**config.mk**
```make
export PLATFORM = sky130hd
export DESIGN_NAME = way_hit_plru_unit
export DESIGN_NICKNAME = d
export VERILOG_FILES = /design/src/rtl/way_hit_plru_unit.sv
export SDC_FILE = /design/constraint.sdc
export NUM_CORES = 1
export LEC_CHECK = 0
export BUFFER_PORTS_ARGS = -buffer_cell sky130_fd_sc_hd__clkbuf_2
export CORE_MARGIN = 2
export CORE_UTILIZATION = 50
export DETAILED_ROUTE_END_ITERATION = 10
export PLACE_DENSITY = 0.85
export SLEW_MARGIN = 30
export SYNTH_ARGS = -nofsm -noshare
export SYNTH_HDL_FRONTEND = slang
export SYNTH_SLANG_ARGS = --single-unit
```
**constraint.sdc**
```tcl
create_clock -name clk -period 5.5 [get_ports clk]
set_clock_uncertainty 0.15 [all_clocks]
set_input_delay 0.55 -clock clk [delete_from_list [all_inputs] [get_ports clk]]
set_output_delay 0.55 -clock clk [all_outputs]
set_load 0.01 [all_outputs]
```
**src/rtl/way_hit_plru_unit.sv**
```systemverilog
// N-way hit encoder with per-set tree pseudo-LRU victim selection and a sticky multi-hit error flag.
// Optional hit/miss counters are built when HIT_COUNTERS_EN is defined.
module way_hit_plru_unit #(
   parameter int WAYS     = 4,
   parameter int SETS     = 8,
   parameter int WAY_BITS = $clog2(WAYS),
   parameter int IDX_BITS = $clog2(SETS)
) (
   input  logic                clk,
   input  logic                reset_n,
   input  logic                access_valid,
   input  logic [IDX_BITS-1:0] access_index,
   input  logic [WAYS-1:0]     way_hit_vec,
   input  logic                fill_valid,
   input  logic [IDX_BITS-1:0] fill_index,
   input  logic [WAY_BITS-1:0] fill_way,
   input  logic                err_clear,
   output logic                hit,
   output logic [WAY_BITS-1:0] way_hit,
   output logic                multi_hit,
   output logic [WAY_BITS-1:0] victim_way,
   output logic                multi_hit_err,
   output logic [15:0]         hit_count,
   output logic [15:0]         miss_count
);

   localparam int NODES = WAYS - 1;

   logic [SETS-1:0][NODES-1:0] plru_r;
   logic [SETS-1:0][NODES-1:0] plru_next_s;
   logic [NODES-1:0]           access_set_s;
   logic [NODES-1:0]           fill_base_s;
   logic [WAY_BITS-1:0]        enc_s;
   logic                       any_hit_s;
   logic                       many_hit_s;
   logic                       access_touch_s;
   logic                       multi_hit_err_r;

   // Point every node on the path of 'way' away from it (heap order, MSB of way picks at root).
   function automatic logic [NODES-1:0] plru_touch(input logic [NODES-1:0] bits,
                                                   input logic [WAY_BITS-1:0] way);
      logic [NODES-1:0]    res;
      logic [WAY_BITS-1:0] node;
      int                  n;
      res = bits;
      n   = 0;
      for (int l = 0; l < WAY_BITS; l++) begin
         node      = WAY_BITS'(n);
         res[node] = ~way[WAY_BITS-1-l];
         n         = 2 * n + 1 + int'(way[WAY_BITS-1-l]);
      end
      return res;
   endfunction

   function automatic logic [WAY_BITS-1:0] plru_victim(input logic [NODES-1:0] bits);
      logic [WAY_BITS-1:0] vic;
      logic [WAY_BITS-1:0] node;
      int                  n;
      vic = {WAY_BITS{1'b0}};
      n   = 0;
      for (int l = 0; l < WAY_BITS; l++) begin
         node                = WAY_BITS'(n);
         vic[WAY_BITS-1-l]   = bits[node];
         n                   = 2 * n + 1 + int'(bits[node]);
      end
      return vic;
   endfunction

   function automatic logic [WAY_BITS-1:0] lowest_way(input logic [WAYS-1:0] vec);
      logic [WAY_BITS-1:0] enc;
      enc = {WAY_BITS{1'b0}};
      for (int i = WAYS - 1; i >= 0; i--) begin
         enc = vec[i] ? WAY_BITS'(i) : enc;
      end
      return enc;
   endfunction

   assign enc_s          = lowest_way(way_hit_vec);
   assign any_hit_s      = |way_hit_vec;
   assign many_hit_s     = (way_hit_vec & (way_hit_vec - WAYS'(1))) != {WAYS{1'b0}};
   assign access_touch_s = access_valid & any_hit_s & ~many_hit_s;

   assign hit           = access_valid & any_hit_s;
   assign multi_hit     = access_valid & many_hit_s;
   assign way_hit       = access_valid ? enc_s : {WAY_BITS{1'b0}};
   assign victim_way    = plru_victim(plru_r[access_index]);
   assign multi_hit_err = multi_hit_err_r;

   // Next PLRU state: access touch first, then fill touch so the fill wins on shared nodes.
   always_comb begin
      plru_next_s               = plru_r;
      access_set_s              = access_touch_s ? plru_touch(plru_r[access_index], enc_s)
                                                 : plru_r[access_index];
      plru_next_s[access_index] = access_set_s;
      fill_base_s               = plru_next_s[fill_index];
      plru_next_s[fill_index]   = fill_valid ? plru_touch(fill_base_s, fill_way) : fill_base_s;
   end

   // PLRU state register.
   always_ff @(posedge clk or negedge reset_n) begin
      if (!reset_n) begin
         plru_r <= {(SETS*NODES){1'b0}};
      end else begin
         plru_r <= plru_next_s;
      end
   end

   // Sticky multi-hit error; a new multi-hit beats a same-cycle clear.
   always_ff @(posedge clk or negedge reset_n) begin
      if (!reset_n) begin
         multi_hit_err_r <= 1'b0;
      end else if (access_valid && many_hit_s) begin
         multi_hit_err_r <= 1'b1;
      end else if (err_clear) begin
         multi_hit_err_r <= 1'b0;
      end else begin
         multi_hit_err_r <= multi_hit_err_r;
      end
   end

`ifdef HIT_COUNTERS_EN
   logic [15:0] hit_count_r;
   logic [15:0] miss_count_r;

   // Saturating hit/miss counters; a multi-hit counts as a hit.
   always_ff @(posedge clk or negedge reset_n) begin
      if (!reset_n) begin
         hit_count_r  <= 16'h0000;
         miss_count_r <= 16'h0000;
      end else if (access_valid && any_hit_s) begin
         hit_count_r  <= (hit_count_r == 16'hFFFF) ? hit_count_r : hit_count_r + 16'd1;
         miss_count_r <= miss_count_r;
      end else if (access_valid) begin
         hit_count_r  <= hit_count_r;
         miss_count_r <= (miss_count_r == 16'hFFFF) ? miss_count_r : miss_count_r + 16'd1;
      end else begin
         hit_count_r  <= hit_count_r;
         miss_count_r <= miss_count_r;
      end
   end

   assign hit_count  = hit_count_r;
   assign miss_count = miss_count_r;
`else
   assign hit_count  = 16'h0000;
   assign miss_count = 16'h0000;
`endif

endmodule
```
* Yosys cells after proc, flatten, opt, wreduce, memory -nomap -nowiden *
Index checks and enable logic that the tools add are counted.
Widths: inputs -> output; s select.

word-level totals
  memories kept = 0
  output and inout port bits = 39
  memory bits (read-only) = 0
  memory bits (writable) = 0
  flip-flop bits (word level) = 25
  latch bits = 0
  word-level logic and storage cells = 66
  input port bits = 17

cells by class
  eq/ne operators = 0
  shift operators = 0
  multiplexer cells = 27
  bitwise gates (word level) = 9
  divide/modulo/power cells = 0
  magnitude comparators = 9
  $mul = 0
  reductions and logical operators = 8
  add/subtract/negate cells = 4

operators by type and width
  cell                 count
  $bwmux 24            2
  $bmux 3 s3           2
  $demux 3 s3          2
  $mux 3               6
  $mux 2               5
  $lt 2x3->1 const B   3
  $lt 3x4->1 const B   2
  $add 1x1->2 const A  3
  $bwmux 3             2
  $ge 3x1->1 const B   2
  $logic_and 1x1->1    5
  $mux 1               5
  $not 1->1            5
  $and 4x4->4          1
  $demux 1 s2          2
  $ge 2x1->1 const B   2
  $reduce_bool 4->1    1
  $reduce_or 4->1      1
  $sub 4x1->4 const B  1
  $and 1x1->1          3
  $bmux 1 s2           1
  $reduce_bool 2->1    1

* Depth between registers and ports, before layout *
Gate-level depths: netlist of the first run.

  depth after elaboration = 17
  depth in mapped cells = 10
  mapped depth without buffers = 7

* Least setup slack after synthesis of the first run *
No wires, ideal clock.

  path type = input to output
  from = in access_index[0]
  to = out victim_way[0]
  arrival = 1.988 ns
  cell stages on the path = 5
  path buffers = 3
  data required time = 4.800 ns
  setup slack = 2.812 ns
  cells stage by stage = buf_6 buf_6 buf_4 o31ai_1 mux2i_1

between the ends
  cells in the longest elaborated chain, start to end = 5

ends and longest elaborated chain
  item                            line  source
  start: declaration              12    input logic [IDX_BITS-1:0] access_index,
  $bmux 3 s3 *                    86    assign victim_way = plru_victim(plru_r[access_index]);
  $mux 3 (not written as such) *  86
  via victim_way[1]               21    output logic [WAY_BITS-1:0] victim_way,
  $add 1x1->2                     64    n = 2 * n + 1 + int'(bits[node]);
  $bmux 1 s2 *                    n/a
  $mux 1 *                        n/a
  end: declaration                21

The timed path passes the listed nets; every way through them passes the cells marked *. The select of a mux whose other input is x is not followed.

* Final worst setup path of the first run *
  from = in access_index[0]
  to = out victim_way[0]

between the ends
  cells in the longest elaborated chain, start to end = 5

ends and longest elaborated chain
  item                            line
  $bmux 3 s3 *                    86
  $mux 3 (not written as such) *  86
  $add 1x1->2                     64
  $bmux 1 s2 *                    n/a
  $mux 1 *                        n/a

Mark *: on every way between the ends. The rest lies on a longest branch, timed or not. The select of a mux whose other input is x is not followed.

==> results of run 1 <==
## worst min-delay path by stage
stage                       start       endpoint  slack [ns]  cells past startpoint
detailed placement  multi_hit_err  multi_hit_err        0.32                      1
finish                    reset_n     plru_r[18]        0.13                      1
global placement    multi_hit_err  multi_hit_err        0.32                      1
global route              reset_n     plru_r[18]        0.18                      1
floorplan                 reset_n  multi_hit_err        0.10                      0
CTS                       reset_n     plru_r[18]        0.16                      1
## per-layer routing
metal / GRT usage (%) / wire length (um) / up-vias
li1: - / - / 1090
met1: 34.8 / 2760 / 1082
met2: 36.8 / 2920 / 144
met3: 2.41 / 502 / 22
met4: 9.72 / 194 / 0
met5: 0 / 0 / -
## layout make-up
class	instances	area, um^2	area share, %
Timing Repair Buffer	23	115	4.57
Tap cell	67	83.8	3.33
Clock buffer	4	45.0	1.79
Sequential cell	25	626	24.8
Inverter	3	11.3	0.447
Multi-Input combinational cell	264	1640	65.1
## power groups by stage
stage	clock, mW	sequential, mW	combinational, mW
2_1_floorplan	0	0.263	0.241
3_3_place_gp	0	0.278	0.277
3_5_place_dp	0	0.278	0.283
4_1_cts	0.114	0.274	0.284
5_1_grt	0.120	0.281	0.322
6_report	0.113	0.276	0.289
## cell families (layout without fill, tap and decap cells)
family          Yosys count  in the layout  synth area share, %
compound gates           85             85                 22.7
simple gates            124            124                 26.9
flops                    25             25                 24.8
xor+xnor                  4              4                 1.39
mux                      19             19                 9.09
buf+inv                  57             30                 14.9
other cells               1             32                0.149
## placed cells by master, fill, tap and decap left out, drive strengths merged, types with 2 or more instances in the layout
cell	instances
mux2i	15
a311oi	2
nor2	30
conb	32
and2	5
a31oi	3
mux4	3
and3	2
xor2	2
nor3b	7
xnor2	2
clkbuf	27
nand3b	5
a22oi	3
and3b	6
nor3	8
a32oi	3
or2	2
o211ai	5
nor2b	6
nand2	30
o21ai	20
nand3	10
a21boi	2
o31ai	3
nand2b	2
o22ai	6
or3	2
a21oi	23
nor4	4
inv	3
o31a	2
dfrtp	25
## registers in the layout, summed over array words and instances, names as in the netlist
| signal | flops |
|---|---|
| multi_hit_err | 1 |
| plru_r | 24 |
==> impl_metrics.ini, run 1 <==
[critical_path]
critPathBufInv = 2
critPathKind = input pin to output pin
crit_path_start = access_index[0]
max_stage_delay_ns = 0.51
cp-endpoint = victim_way[0]
worstReg2RegStart = plru_r[16]
crit_path_top_delay_cell = mux4_2
worstPathCellList = clkbuf_2, mux2i_1, mux4_2, o31ai_1, mux2i_1, clkbuf_2
cp_max_fo = 28
reg2reg_to = plru_r[13]
cp_num_cells = 6
cp.arrival_ns = 2.38
cp.required_ns = 4.80
start_kind = input pin
r2r_cells = 7
r2r_setup_slack_ns = 3.01
crit_family = multiplexers
crit_path_end_kind = output pin

[clock_tree]
post_cts_resized = 0
cts.htree.levels = 1
cts.hold.buffers_added = 0
clk_latency_ns = 0.28
ctsRootBufferMaster = clkbuf_8
cts_tree = yes
post-cts-setup-buffers = 0
numCtsBuffers = 3
clock_path_buffers = 2
clkTransAtPathRegs_ns = 0.09
clock-sinks = 25

[yosys]
synth-edff-count = 0
synth_cell_types = 65
netlist_area_um2 = 2520
synth_top_cell_by_area = dfrtp_1
synth_area_leaders = dfrtp_1, buf_4, mux2i_1, nand2_1, nor2_1
yosysTopAreaCellShare_pct = 24.8
seq_area_frac_synth_pct = 24.8
synthCells = 315
yosysMostFrequentCell = buf_4
synthTopCellsByCount = buf_4, nand2_1, nor2_1
ys_ff_latch = 25
yosys_warnings = 0
postSynth.asyncResetShare_pct = 100
synth_ff_type = dfrtp_1
avgSynthCellArea_um2 = 8.00

[finish]
diodes = 0
fin_cells = 386
nets = 337
fin_util_pct = 52.7
drive_gt1_share_pct = 13.8
num-fill-cells = 464
final_area_um2 = 2520
area_growth_syn_to_layout_pct = 0.0497

[power]
p_sw_share_pct = 40.9
power_frac_comb_pct = 42.6
power_mw = 0.678
pwr-share-seq_pct = 40.7
internal_power_mw = 0.401
powerDensity_nw_per_um2 = 269
p_switching_mw = 0.277
leakagePower_nw = 1.05
ir_drop_mv = 0.136
clockPowerShare_pct = 16.7

[drt]
vias_per_cell = 6.06
drt_iter0_markers = 293
drt-total-wl_um = 6380
drt_pre_antenna_iters = 7
wl_per_cell_um = 16.5
dr_total_vias = 2338
drc = 0
ant_nets = 0

[floorplanning]
start_util_pct = 52.7
die_h_um = 75.0
num_io_pins = 56
die_w_um = 75.0
die-area_um2 = 5620
core-area_um2 = 4790
rows = 25

[place]
post-place-ws_ns = 2.28
place_inst = 382
dpl_cell_area_um2 = 2480
place_congestion = 1.08
port_buffers = 23
dp_hpwl_um = 4790

[timing]
fmax_mhz = 325
setup_ws_ns = 2.42
whs_ns = 0.132
report.final.slew_viol_count = 0
fin_crit_ns = 3.08
hold_violations = 0
setup_tns_ns = 0
max-slew-margin-rel_pct = 49.7
min_period_over_period_pct = 56.0
rsz0062_at_grt = no
worst_pin_slew_ns = 0.748
setup_viol = 0

[run]
maxCapViolCount = 0

[grt]
grt_max_degree = 29
overflow = 0
grt_antenna_before_repair = 0
first_global_vias = 2058
grt_pass1_wl_um = 10300
grtUsageTotal_pct = 24.0

[min_path]
min_path_type = input pin to async pin

[run_status]
outcome = complete, no violations
No activity file was read; power rests on OpenSTA's default activity.
==> inputs of run 2 (changes only) <==
--- a/config.mk
+++ b/config.mk
@@ -9,7 +9,7 @@
 export CORE_MARGIN = 2
 export CORE_UTILIZATION = 50
 export DETAILED_ROUTE_END_ITERATION = 10
-export PLACE_DENSITY = 0.85
+export PLACE_DENSITY = 0.87
 export SLEW_MARGIN = 30
 export SYNTH_ARGS = -nofsm -noshare
 export SYNTH_HDL_FRONTEND = slang
==> constraint.sdc (replaced) <==
create_clock -name clk -period 2.48 [get_ports clk]
set_clock_uncertainty 0.15 [all_clocks]
set_input_delay 0.248 -clock clk [delete_from_list [all_inputs] [get_ports clk]]
set_output_delay 0.248 -clock clk [all_outputs]
set_load 0.01 [all_outputs]
==> run 2 against run 1 <==
  * Core utilization up 6.2 points
  * First-iteration DRC count down 8.5%
  * Wire length is 11% higher
  * Sequential share of layout area decreased by 2.6 points
  * Via count grew 6.6%
  * Power is 140% higher
  * Hold slack got worse by 0.063 ns
==> impl_metrics.ini, run 2 (synthesis results as in run 1) <==
[run_status]
outcome = complete, no violations

[finish]
largest_reg_flops = 24
nets = 377
regMostFlops = plru_r
fin_util_pct = 58.9
area_growth_syn_to_layout_pct = 11.9
layout_commonest_cell = buf_4
layout_common_cells = buf_4, conb_1, nand2_1, nor2_1, dfrtp_1
multi_input_area_um2 = 1640
num-fill-cells = 447
register_area_um2 = 626
final_area_um2 = 2820
diodes = 0
drive_gt1_share_pct = 23.1

[drt]
wl_per_cell_um = 16.7
drt_iter0_markers = 268
dr_total_vias = 2492
ant_nets = 0
vias_per_cell = 5.85
drt-total-wl_um = 7110
drc = 0
drt_pre_antenna_iters = 5

[clock_tree]
ctsRootBufferMaster = clkbuf_8
clkTransAtPathRegs_ns = 0.10
clk_latency_ns = 0.27
cts_tree = yes
clock_path_buffers = 2
clock-sinks = 25
numCtsBuffers = 3
cts.htree.levels = 1

[floorplanning]
rows = 25
die_w_um = 75.0
core-area_um2 = 4790
die_h_um = 75.0
die-area_um2 = 5620
start_util_pct = 52.7
num_io_pins = 56

[critical_path]
cp.required_ns = 2.08
worstPathCellList = clkbuf_2, buf_4, mux2i_1, mux4_2, o31ai_1, mux2i_1, clkbuf_2
crit_path_top_delay_cell = mux4_2
crit_path_end_kind = output pin
r2r_cells = 8
cp.arrival_ns = 1.99
crit_family = multiplexers
critPathKind = input pin to output pin
cp_num_cells = 7
start_kind = input pin
cp_max_fo = 12
max_stage_delay_ns = 0.49
critPathBufInv = 3

[grt]
first_global_vias = 2272
grtUsageTotal_pct = 26.8
grt_pass1_wl_um = 11400
grt_antenna_before_repair = 0
grt_max_degree = 26
overflow = 0

[min_path]
min_path_type = input pin to flip-flop
whs_path_depth = 3

[timing]
report.final.slew_viol_count = 0
fmax_mhz = 419
hold_violations = 0
setup_tns_ns = 0
whs_ns = 0.0693
min_period_over_period_pct = 96.3
worst_pin_slew_ns = 0.768
rsz0062_at_grt = no
setup_viol = 0
fin_crit_ns = 2.39
max-slew-margin-rel_pct = 48.4

[power]
power_mw = 1.61
p_sw_share_pct = 40.4
power_frac_comb_pct = 46.1
internal_power_mw = 0.960
pwr-share-seq_pct = 38.4
p_switching_mw = 0.651
clockPowerShare_pct = 15.5
ir_drop_mv = 0.238
leakagePower_nw = 1.24
powerDensity_nw_per_um2 = 571

[place]
port_buffers = 23
place_congestion = 1.01
dp_hpwl_um = 5490
dpl_cell_area_um2 = 2760

[run]
maxCapViolCount = 0
-- run 2: cell count changes in the layout (fill, tap and decap cells not counted) --
cell	change
buf_4	+39
and3_1	-1
and3_2	+1
dlygate4sd3_1	+1
nor3b_1	+1
nor3b_2	-1
-- run 2: per-layer routing --
metal | vias up | global-route usage, % | part of all wire [%]
met2 | 140 | 42.6 | 46
met1 | 1160 | 37.4 | 42
met5 | - | 0 | 0
met3 | 22 | 3.75 | 8.9
met4 | 0 | 9.33 | 3.0
li1 | 1170 | - | -
-- run 2: final timing paths --
kind                            startpoint            end  slack (ns)
max in group asynchronous          reset_n     plru_r[10]        1.38
hold reg to reg              multi_hit_err  multi_hit_err        0.34
hold / removal                   err_clear  multi_hit_err        0.07
min in group asynchronous          reset_n     plru_r[15]        0.37
setup reg to reg                plru_r[20]     plru_r[14]        0.13
setup / recovery           access_index[0]  victim_way[0]        0.09
-- run 2: final cells by class --
cell class,count,share of cell area [%]
clock buffer,4,1.60
inverter,3,0.399
multi-input combinational,264,58.0
sequential,25,22.2
tap,67,2.97
timing repair buffer,63,14.8
-- run 2: tightest hold or removal path, cell delays in order --
cell      delay [ns]
clkbuf_2        0.08
inv_1           0.04
a21o_1          0.10
-- run 2: power groups by stage --
| stage | logic (mW) | clock network (mW) | registers (mW) |
|---|---|---|---|
| floorplan | 0.534 | 0 | 0.583 |
| global placement | 0.693 | 0 | 0.621 |
| detailed placement | 0.716 | 0 | 0.622 |
| CTS | 0.721 | 0.256 | 0.614 |
| global route | 0.816 | 0.278 | 0.629 |
| finish | 0.742 | 0.250 | 0.619 |
-- run 2: through the flow --
stage / std cells / worst slack, ns
3_3_place_gp: 420 / -0.0218
2_1_floorplan: 346 / 0.281
6_report: 426 / 0.0906
4_1_cts: 425 / 0.107
3_5_place_dp: 420 / -0.0482
5_1_grt: 426 / 0.0179
-- run 2: what timing repair did --
| action | 4_1_cts | 5_1_grt |
|---|---|---|
| setup buffers | 0 | 1 |
| endpoints found under the setup margin | 0 | 10 |
| hold endpoints to repair | 25 | 0 |
| gates resized for setup | 0 | 1 |
| hold buffers | 1 | 0 |
